<file path="src/rtl/csr_pkg.sv">
// Shared types and constants for the machine-mode CSR unit.
// The optional mcycle counter addresses are only decoded when CSR_CYCLE_COUNTER_EN is defined.
package csr_pkg;

    typedef enum logic [2:0] {
        OP_RW  = 3'b000,
        OP_RS  = 3'b001,
        OP_RC  = 3'b010,
        OP_RWI = 3'b011,
        OP_RSI = 3'b100,
        OP_RCI = 3'b101
    } csr_op_t;

    localparam logic [11:0] ADDR_MSTATUS  = 12'h300;
    localparam logic [11:0] ADDR_MIE      = 12'h304;
    localparam logic [11:0] ADDR_MTVEC    = 12'h305;
    localparam logic [11:0] ADDR_MSCRATCH = 12'h340;
    localparam logic [11:0] ADDR_MEPC     = 12'h341;
    localparam logic [11:0] ADDR_MCAUSE   = 12'h342;
    localparam logic [11:0] ADDR_MIP      = 12'h344;
    localparam logic [11:0] ADDR_MCYCLE   = 12'hB00;
    localparam logic [11:0] ADDR_MCYCLEH  = 12'hB80;

    localparam int MSTATUS_MIE  = 3;
    localparam int MSTATUS_MPIE = 7;
    localparam int MIE_MSIE     = 3;
    localparam int MIE_MTIE     = 7;
    localparam int MIE_MEIE     = 11;
    localparam int MIP_MSIP     = 3;
    localparam int MIP_MTIP     = 7;
    localparam int MIP_MEIP     = 11;

    localparam int CAUSE_W = 4;
    localparam logic [CAUSE_W-1:0] CAUSE_MSI = 4'd3;
    localparam logic [CAUSE_W-1:0] CAUSE_MTI = 4'd7;
    localparam logic [CAUSE_W-1:0] CAUSE_MEI = 4'd11;

endpackage

</file>
<file path="src/rtl/csr_irq_arbiter.sv">
// Interrupt priority select and request/acknowledge handshake with the pipeline.
// Once a request is raised, its cause stays frozen until the pipeline acknowledges it.
module csr_irq_arbiter
    import csr_pkg::*;
(
    input  logic               clk,
    input  logic               rst_n,
    input  logic               pend_mei,
    input  logic               pend_msi,
    input  logic               pend_mti,
    input  logic               irq_ack,
    output logic               irq_req,
    output logic [CAUSE_W-1:0] cause,
    output logic               take
);

    typedef enum logic {IDLE, PEND} state_t;

    state_t             state_q;
    logic               irq_req_q;
    logic [CAUSE_W-1:0] cause_q;
    logic [CAUSE_W-1:0] sel_cause;
    logic               any_pending;

    assign any_pending = pend_mei | pend_msi | pend_mti;

    // External beats software beats timer.
    always_comb begin
        sel_cause = CAUSE_MTI;
        if (pend_mei) begin
            sel_cause = CAUSE_MEI;
        end else if (pend_msi) begin
            sel_cause = CAUSE_MSI;
        end
    end

    always_ff @(posedge clk) begin
        if (!rst_n) begin
            state_q   <= IDLE;
            irq_req_q <= 1'b0;
            cause_q   <= '0;
        end else begin
            case (state_q)
                IDLE: begin
                    if (any_pending) begin
                        state_q   <= PEND;
                        irq_req_q <= 1'b1;
                        cause_q   <= sel_cause;
                    end
                end
                PEND: begin
                    if (irq_ack) begin
                        state_q   <= IDLE;
                        irq_req_q <= 1'b0;
                    end
                end
                default: begin
                    state_q   <= IDLE;
                    irq_req_q <= 1'b0;
                end
            endcase
        end
    end

    assign irq_req = irq_req_q;
    assign cause   = cause_q;
    assign take    = (state_q == PEND) && irq_ack;

endmodule

</file>
<file path="src/rtl/csr_regfile.sv">
// Machine-mode CSR storage, read-modify-write execution, trap entry and mret redirect.
// Define CSR_CYCLE_COUNTER_EN to add the 64-bit mcycle counter at 0xB00/0xB80.
module csr_regfile
    import csr_pkg::*;
#(
    parameter int             DW        = 32,
    parameter int             ADDRW     = 12,
    parameter logic [DW-1:0]  MTVEC_RST = '0
) (
    input  logic             clk,
    input  logic             rst_n,
    input  logic             csr_valid,
    input  logic [2:0]       csr_cntr,
    input  logic [ADDRW-1:0] csr_addr,
    input  logic [DW-1:0]    rs1_data,
    input  logic [4:0]       zimm,
    input  logic             src_zero,
    input  logic [DW-1:0]    pc_in,
    input  logic             is_mret,
    input  logic             ext_irq,
    input  logic             timer_irq,
    input  logic             irq_ack,
    output logic [DW-1:0]    csr_rdata,
    output logic             illegal,
    output logic             irq_req,
    output logic             redirect,
    output logic [DW-1:0]    redirect_pc
);

    localparam logic [DW-1:0] MSTATUS_WMASK = (DW'(1) << MSTATUS_MIE) | (DW'(1) << MSTATUS_MPIE);
    localparam logic [DW-1:0] MIE_WMASK     = (DW'(1) << MIE_MSIE) | (DW'(1) << MIE_MTIE) |
                                              (DW'(1) << MIE_MEIE);
    localparam logic [DW-1:0] MEPC_WMASK    = ~DW'(3);

    logic [DW-1:0] mstatus_q, mstatus_d;
    logic [DW-1:0] mie_q, mie_d;
    logic          msip_q, msip_d;
    logic [DW-1:0] mtvec_q, mtvec_d;
    logic [DW-1:0] mepc_q, mepc_d;
    logic [DW-1:0] mcause_q, mcause_d;
    logic [DW-1:0] mscratch_q, mscratch_d;
`ifdef CSR_CYCLE_COUNTER_EN
    logic [63:0]   mcycle_q, mcycle_d;
`endif

    logic [DW-1:0]      mip_val;
    logic [DW-1:0]      rdata;
    logic               addr_hit;
    logic [DW-1:0]      src;
    logic [DW-1:0]      wval;
    logic               op_valid;
    logic               set_clr;
    logic               we;
    logic               take;
    logic [CAUSE_W-1:0] cause;
    logic [DW-1:0]      trap_cause;
    logic [DW-1:0]      trap_base;
    logic [DW-1:0]      trap_target;

    always_comb begin
        mip_val           = '0;
        mip_val[MIP_MSIP] = msip_q;
        mip_val[MIP_MTIP] = timer_irq;
        mip_val[MIP_MEIP] = ext_irq;
    end

    always_comb begin
        rdata    = '0;
        addr_hit = 1'b1;
        case (csr_addr)
            ADDR_MSTATUS:  rdata = mstatus_q;
            ADDR_MIE:      rdata = mie_q;
            ADDR_MTVEC:    rdata = mtvec_q;
            ADDR_MSCRATCH: rdata = mscratch_q;
            ADDR_MEPC:     rdata = mepc_q;
            ADDR_MCAUSE:   rdata = mcause_q;
            ADDR_MIP:      rdata = mip_val;
`ifdef CSR_CYCLE_COUNTER_EN
            ADDR_MCYCLE:   rdata = mcycle_q[31:0];
            ADDR_MCYCLEH:  rdata = mcycle_q[63:32];
`endif
            default:       addr_hit = 1'b0;
        endcase
    end

    assign csr_rdata = rdata;
    assign illegal   = csr_valid && !addr_hit;

    always_comb begin
        op_valid = 1'b1;
        set_clr  = 1'b0;
        src      = rs1_data;
        wval     = rdata;
        case (csr_cntr)
            OP_RW:  wval = rs1_data;
            OP_RS:  begin wval = rdata | rs1_data;  set_clr = 1'b1; end
            OP_RC:  begin wval = rdata & ~rs1_data; set_clr = 1'b1; end
            OP_RWI: begin src = {{(DW-5){1'b0}}, zimm}; wval = src; end
            OP_RSI: begin src = {{(DW-5){1'b0}}, zimm}; wval = rdata | src;  set_clr = 1'b1; end
            OP_RCI: begin src = {{(DW-5){1'b0}}, zimm}; wval = rdata & ~src; set_clr = 1'b1; end
            default: op_valid = 1'b0;
        endcase
    end

    assign we = csr_valid && addr_hit && op_valid && !(set_clr && src_zero);

    csr_irq_arbiter u_arb (
        .clk      (clk),
        .rst_n    (rst_n),
        .pend_mei (mstatus_q[MSTATUS_MIE] & mie_q[MIE_MEIE] & mip_val[MIP_MEIP]),
        .pend_msi (mstatus_q[MSTATUS_MIE] & mie_q[MIE_MSIE] & mip_val[MIP_MSIP]),
        .pend_mti (mstatus_q[MSTATUS_MIE] & mie_q[MIE_MTIE] & mip_val[MIP_MTIP]),
        .irq_ack  (irq_ack),
        .irq_req  (irq_req),
        .cause    (cause),
        .take     (take)
    );

    always_comb begin
        trap_cause                = '0;
        trap_cause[DW-1]          = 1'b1;
        trap_cause[CAUSE_W-1:0]   = cause;
        trap_base                 = {mtvec_q[DW-1:2], 2'b00};
        trap_target               = mtvec_q[0] ? trap_base + (DW'(cause) << 2) : trap_base;
    end

    assign redirect    = rst_n && (take || is_mret);
    assign redirect_pc = take ? trap_target : mepc_q;

    // Trap acceptance overrides mret, which overrides a CSR write to the same fields.
    always_comb begin
        mstatus_d  = mstatus_q;
        mie_d      = mie_q;
        msip_d     = msip_q;
        mtvec_d    = mtvec_q;
        mepc_d     = mepc_q;
        mcause_d   = mcause_q;
        mscratch_d = mscratch_q;
`ifdef CSR_CYCLE_COUNTER_EN
        mcycle_d   = mcycle_q + 64'd1;
`endif
        if (we) begin
            case (csr_addr)
                ADDR_MSTATUS:  mstatus_d  = wval & MSTATUS_WMASK;
                ADDR_MIE:      mie_d      = wval & MIE_WMASK;
                ADDR_MTVEC:    mtvec_d    = wval;
                ADDR_MSCRATCH: mscratch_d = wval;
                ADDR_MEPC:     mepc_d     = wval & MEPC_WMASK;
                ADDR_MCAUSE:   mcause_d   = wval;
                ADDR_MIP:      msip_d     = wval[MIP_MSIP];
`ifdef CSR_CYCLE_COUNTER_EN
                ADDR_MCYCLE:   mcycle_d   = {mcycle_q[63:32], wval[31:0]};
                ADDR_MCYCLEH:  mcycle_d   = {wval[31:0], mcycle_q[31:0]};
`endif
                default: ;
            endcase
        end
        if (is_mret) begin
            mstatus_d               = mstatus_q;
            mstatus_d[MSTATUS_MIE]  = mstatus_q[MSTATUS_MPIE];
            mstatus_d[MSTATUS_MPIE] = 1'b1;
        end
        if (take) begin
            mstatus_d               = mstatus_q;
            mstatus_d[MSTATUS_MPIE] = mstatus_q[MSTATUS_MIE];
            mstatus_d[MSTATUS_MIE]  = 1'b0;
            mepc_d                  = pc_in & MEPC_WMASK;
            mcause_d                = trap_cause;
        end
    end

    always_ff @(posedge clk) begin
        if (!rst_n) begin
            mstatus_q  <= '0;
            mie_q      <= '0;
            msip_q     <= 1'b0;
            mtvec_q    <= MTVEC_RST;
            mepc_q     <= '0;
            mcause_q   <= '0;
            mscratch_q <= '0;
`ifdef CSR_CYCLE_COUNTER_EN
            mcycle_q   <= '0;
`endif
        end else begin
            mstatus_q  <= mstatus_d;
            mie_q      <= mie_d;
            msip_q     <= msip_d;
            mtvec_q    <= mtvec_d;
            mepc_q     <= mepc_d;
            mcause_q   <= mcause_d;
            mscratch_q <= mscratch_d;
`ifdef CSR_CYCLE_COUNTER_EN
            mcycle_q   <= mcycle_d;
`endif
        end
    end

endmodule

</file>
<file path="config.mk">
export PLATFORM = sky130hd
export DESIGN_NAME = csr_regfile
export DESIGN_NICKNAME = d
export VERILOG_FILES = /design/src/rtl/csr_pkg.sv /design/src/rtl/csr_irq_arbiter.sv /design/src/rtl/csr_regfile.sv
export SDC_FILE = /design/constraint.sdc
export NUM_CORES = 1
export LEC_CHECK = 0
export CAP_MARGIN = 20
export CORE_MARGIN = 10
export CORE_UTILIZATION = 37
export DETAILED_ROUTE_END_ITERATION = 7
export SLEW_MARGIN = 10
export SYNTH_ARGS = -nofsm -noshare
export SYNTH_HDL_FRONTEND = slang
export SYNTH_SLANG_ARGS = --single-unit
</file>
<file path="constraint.sdc">
create_clock -name clk -period 3.38 [get_ports clk]
set_clock_uncertainty 0.1 [all_clocks]
set_input_delay 1.014 -clock clk [delete_from_list [all_inputs] [get_ports clk]]
set_output_delay 1.014 -clock clk [all_outputs]
set_load 0.005 [all_outputs]
</file>
; Yosys cells after proc, flatten, opt, wreduce, memory -nomap -nowiden
; Index checks and enable logic that the tools add are counted.
[totals]
input_bits = 92
output_inout_bits = 67
register_bits = 138
elab_cells = 101
[op_classes]
n_addsub = 1
mux = 25
n_reduce_logical = 33
bitwise_logic = 16
eq_ne = 14
[ops]
columns = operator, count
row1 = $mux W32, 8
row2 = $pmux W32 S7, 1
row3 = $pmux W32 S6, 1
row4 = $eq A12 B10 Y1 const B, 7
row5 = $and A32 B32 Y32, 2
row6 = $add A32 B6 Y32, 1
row7 = $mux W8, 4
row8 = $not A32 Y32, 1
row9 = $not A5 Y32, 1
row10 = $or A32 B32 Y32, 1
row11 = $or A32 B5 Y32, 1
row12 = $reduce_and A2 Y1, 11
row13 = $reduce_bool A2 Y1, 5
row14 = $logic_and A1 B1 Y1, 7
row15 = $mux W1, 7
row16 = $reduce_or A7 Y1, 1
row17 = $and A1 B1 Y1, 6
row18 = $eq A3 B2 Y1 const B, 2
row19 = $eq A3 B3 Y1 const B, 2
row20 = $reduce_bool A3 Y1, 2
row21 = $reduce_or A6 Y1, 1
row22 = $mux W4, 1
row23 = $pmux W1 S2, 2
row24 = $reduce_or A4 Y1, 1
row25 = other kinds (10), 13

; Depth between registers and ports, before layout
[depth]
ltp_word = 9
depth_mapped = 10
ltp_nobuf = 9

; Hierarchy
; From an unflattened synthesis, not the netlist that was laid out.
[hier_totals]
hier_cells = 984
area_unflattened_um2 = 7664.9
[modules_own_cells]
columns = module, area_per_inst_um2, instances, cells_per_inst, seq_area_each_um2
row1 = csr_regfile, 7454.6, 1, 963, 2642.5
row2 = csr_irq_arbiter, 210.2, 1, 21, 100.1

; Worst setup path before layout
; Ideal clock, no wire load.
[synth_path]
kind = input -> output
start = input port csr_addr[0]
end = output port csr_rdata[16]
slack_ns = -0.029
cell_stages = 6
arrival_time_ns = 2.295
n_path_buf = 2
required_time_ns = 2.266
cell_sequence = buf_6 > or4b_4 > nor2_8 > buf_6 > a222oi_1 > a21oi_1
[synth_via]
elab_chain_cells = 2
word_cells_on_any_way = 8
cone_classes = 7 x eq/ne / 1 x mux
[synth_rtl]
columns = item, line_no
row1 = from (decl), csr_regfile.sv:14  ; input logic [ADDRW-1:0] csr_addr,
row2 = $eq A12 B10 Y1, csr_regfile.sv:70  ; case (csr_addr)
row3 = $pmux W32 S7 (*), csr_regfile.sv:70
row4 = to (decl), csr_regfile.sv:23  ; output logic [DW-1:0] csr_rdata,
; Mark *: on every way between the ends. The rest lies on a longest branch, timed or not.

; Worst setup path after layout
[layout_path]
start = register u_arb.cause_q[1], in the netlist u_arb.cause[1]
end = output port redirect_pc[28]
[layout_via]
elab_chain_cells = 3
[layout_rtl]
columns = item, line_no
row1 = from (decl), csr_irq_arbiter.sv:21  ; logic [CAUSE_W-1:0] cause_q;
row2 = from (signal assigned), csr_irq_arbiter.sv:48  ; cause_q <= sel_cause;
row3 = $add A32 B6 Y32, csr_regfile.sv:124  ; trap_target = mtvec_q[0] ? trap_base + (DW'(cause) << 2) : trap_base;
row4 = $mux W32, csr_regfile.sv:124
row5 = $mux W32, csr_regfile.sv:128  ; assign redirect_pc = take ? trap_target : mepc_q;
row6 = to (decl), csr_regfile.sv:27  ; output logic [DW-1:0] redirect_pc
; Every way passes these cells.

==> flow_metrics.py <==
metrics = {
    "status": {
        "status": "finished, violations left",
        "violations": "negative setup slack",
    },
    "logic_synthesis": {
        "synthFlopType": "dfxtp_1",
        "syn_area_um2": 8520,
        "synthDistinctLibCells": 74,
        "yosysWarnings": 0,
        "netlist_top_cells_count": "nor2_1, dfxtp_1, nand2_1, a21oi_1, o21ai_0",
        "syn_inst": 1115,
        "ys_seq_elements": 137,
        "synth_area_leaders": "dfxtp_1, nor2_1, a211oi_1, nand2_1, a21oi_1",
        "yosys.area.top_type_share": 0.322,
        "synth_edf_count": 0,
        "ys_seq_area_frac": 0.322,
        "postSynthAreaPerCell_um2": 7.64,
        "synthArstFlopShare": 0,
        "synth_most_common_cell": "nor2_1",
        "synth_top_cell_by_area": "dfxtp_1",
    },
    "global_route": {
        "grt_max_degree": 76,
        "grt_usage": 0.251,
        "grt_pass1_wl_mm": 58.2,
        "overflow": 0,
        "antenna_found_initial": 2,
        "grt_pass1_vias": 10342,
    },
    "clock_network": {
        "clk_pin_slew_ns": 0.07,
        "cts.path.max_buffers": 2,
        "root_buffer": "clkbuf_16",
        "cts_tree": "done",
        "cts_sinks": 137,
        "h-tree-depth": 4,
        "insertion_delay_ns": 0.44,
        "ctsHoldBuffers": 0,
        "numCtsBuffers": 17,
    },
    "pwr": {
        "switching_share": 0.261,
        "p_clk_frac": 0.485,
        "total_leakage_power_uw": 0.00567,
        "pwr-share-seq": 0.403,
        "finalPower_uw": 4010,
        "p_switching_uw": 1050,
        "ir_worst_vdd_uv": 300,
        "powerDensity_nw_per_um2": 283,
        "p_comb_frac": 0.112,
        "p_int_uw": 2970,
    },
    "setup_path": {
        "required_ns": 2.27,
        "slowest_delay_ns": 0.39,
        "critPathTopFamily": "buffers and inverters",
        "worstPathCellList": "buf_12 -> ha_4 -> inv_2 -> fa_2 -> nor2b_4 -> o21ai_4 -> a211o_4 -> buf_12 -> nor2_4 -> xnor2_1 -> o21ai_1 -> buf_4 -> buf_4",
        "critPathCaptureType": "primary output",
        "crit_type": "register to primary output",
        "crit_fanout": 3,
        "critical_path_buf_inv_count": 5,
        "worst_path_max_delay_cell": "a211o_4",
        "cp-start-kind": "register",
        "arrival_ns": 2.69,
    },
    "cells_and_area": {
        "nets": 1622,
        "stdcell_area_um2": 14200,
        "layout-area-overhead-vs-synth_pct": 66.5,
        "fin_util": 0.627,
        "layout-drive-gt1-share": 0.395,
    },
    "timing": {
        "hold_violations": 0,
        "slew_headroom": 0.365,
        "rsz0062_at_grt": "true",
        "setup_viol": 53,
        "finalCriticalPeriod_ns": 3.80,
        "max_freq_mhz": 263,
        "period_share": 1.13,
        "fin_ws_ns": -0.424,
        "drv_slew": 0,
        "hold_ws_ns": 0.348,
        "tightest_slew_ns": 0.952,
    },
    "detailed_routing": {
        "drtIter0Drc": 1141,
        "drc": 0,
        "dr.pass1.iters": 8,
        "finalWirelength_mm": 37.7,
        "drt-wirelength-per-cell_um": 20.7,
        "vias_per_cell": 5.78,
        "antenna_left": 0,
        "num_vias": 10551,
    },
    "place": {
        "postPlaceCellArea_um2": 12000,
        "hpwl_mm": 24.4,
        "gp_congestion": 0.888,
        "port-buffer-count": 154,
    },
    "floorplanning": {
        "dieArea_um2": 29500,
        "start_util": 0.376,
        "die_x_um": 172,
        "io_pins": 159,
        "rows": 55,
        "coreArea_um2": 22600,
        "die_h_um": 172,
    },
    "job": {
        "drv_cap": 0,
    },
    "hold_path": {
        "min_path_type": "register to register",
    },
}
==> through the flow <==
stage	cells	setup TNS (ns)	setup WS (ns)
floorplan	1116	-0.0820	-0.0125
global placement	1686	-65.21	-1.03
detailed placement	1686	-67.70	-1.04
CTS	1809	-14.97	-0.477
global route	1825	-18.92	-0.544
finish	1825	-14.97	-0.424
==> worst reg2reg max path, cell delays in order, from the launching register on <==
cell	delay [ns]
dfxtp_1	0.31
buf_4	0.15
a222oi_1	0.49
buf_4	0.20
buf_4	0.10
buf_6	0.08
buf_6	0.08
buf_6	0.08
buf_6	0.08
buf_6	0.08
buf_6	0.10
nand2_4	0.06
a221oi_4	0.35
a211oi_2	0.11
==> worst paths after layout <==
check                               from  slack, ns  depth (start not counted)                        end
max          u_arb.cause[1]$_SDFFE_PN0P_      -0.42                         13            redirect_pc[28]
min            mcause_q[29]$_SDFFE_PP0P_       0.35                          2  mcause_q[29]$_SDFFE_PP0P_
max reg2reg      mtvec_q[8]$_SDFFE_PN0P_       0.85                         13    mtvec_q[8]$_SDFFE_PN0P_
min reg2reg    mcause_q[29]$_SDFFE_PP0P_       0.35                          2  mcause_q[29]$_SDFFE_PP0P_
==> power groups by stage <==
stage / clock network (uW) / registers [uW] / logic [uW]
6_report: 1950 / 1620 / 450
5_1_grt: 2020 / 1620 / 476
4_1_cts: 1950 / 1620 / 429
3_5_place_dp: 0 / 1650 / 395
3_3_place_gp: 0 / 1650 / 393
2_1_floorplan: 0 / 1650 / 155
==> metal layers <==
layer  part of all wire  global-route usage  vias to the layer above  wire length, um
li1                   -                   -                     4959                -
met1               0.42               0.322                     5037            16000
met2               0.47               0.412                      489            17700
met3              0.083              0.0433                       66             3130
met4              0.023              0.0903                        0              881
met5                  0                   0                        -                0
==> what timing repair did <==
action	4_1_cts	5_1_grt
setup endpoints to repair	64	65
hold endpoints to repair	0	0
cloned	7	0
pin swaps	122	95
resized for setup	459	78
setup buffers	93	38
==> cell type report <==
type	instances	area, um^2
Antenna cell	2	5.00
Clock buffer	18	439
Clock inverter	14	161
Fill cell	1873	8450
Inverter	14	52.6
Multi-Input combinational cell	870	6020
Sequential cell	137	2750
Tap cell	285	357
Timing Repair Buffer	485	4400
==> state kept, by name, summed over array words and instances (netlist names) <==
register,cells
msip_q,1
u_arb.state_q,1
u_arb.irq_req,1
mstatus_q,2
mcause_q,32
mie_q,3
mtvec_q,32
u_arb.cause,3
mscratch_q,32
mepc_q,30
==> placed cells by master, fill, tap and decap left out, types with 5 or more instances in the layout <==
master           count
xnor2_1             16
clkbuf_16           17
nor4b_4              5
and3_1               5
buf_12              28
o21a_1               5
or3_1                8
dfxtp_1            134
xnor2_2              9
o21ai_0             80
a221oi_2            18
o311a_1              5
a21oi_1             67
o22ai_1              6
mux2i_1              5
nand2_1            131
nor2_4              16
o21ai_1             23
inv_1               10
buf_8                8
dlygate4sd2_1        5
nand4_1             10
nand2b_1             5
and4_1               5
nand3_1             14
buf_2               58
a222oi_1            28
mux2_2               7
nor2b_1              6
a211oi_1            68
clkdlybuf4s50_1     77
a221oi_1             8
buf_4              239
a21oi_2             45
nor2_1             139
buf_6               61
a22oi_1             21
==> cell families (layout without fill, tap and decap cells) <==
group,Yosys count,in the layout,share of synthesized area
other,1,4,0.000440
multiplexers,13,13,0.0163
buffers and inverters,110,531,0.0609
AND/OR/NAND/NOR,391,392,0.208
flip-flops,137,137,0.322
XOR/XNOR,29,29,0.0298
AO/OA/AOI/OAI,429,429,0.354
adder cells (fa/ha/maj),5,5,0.00822
(Power assumes the default switching activity.)
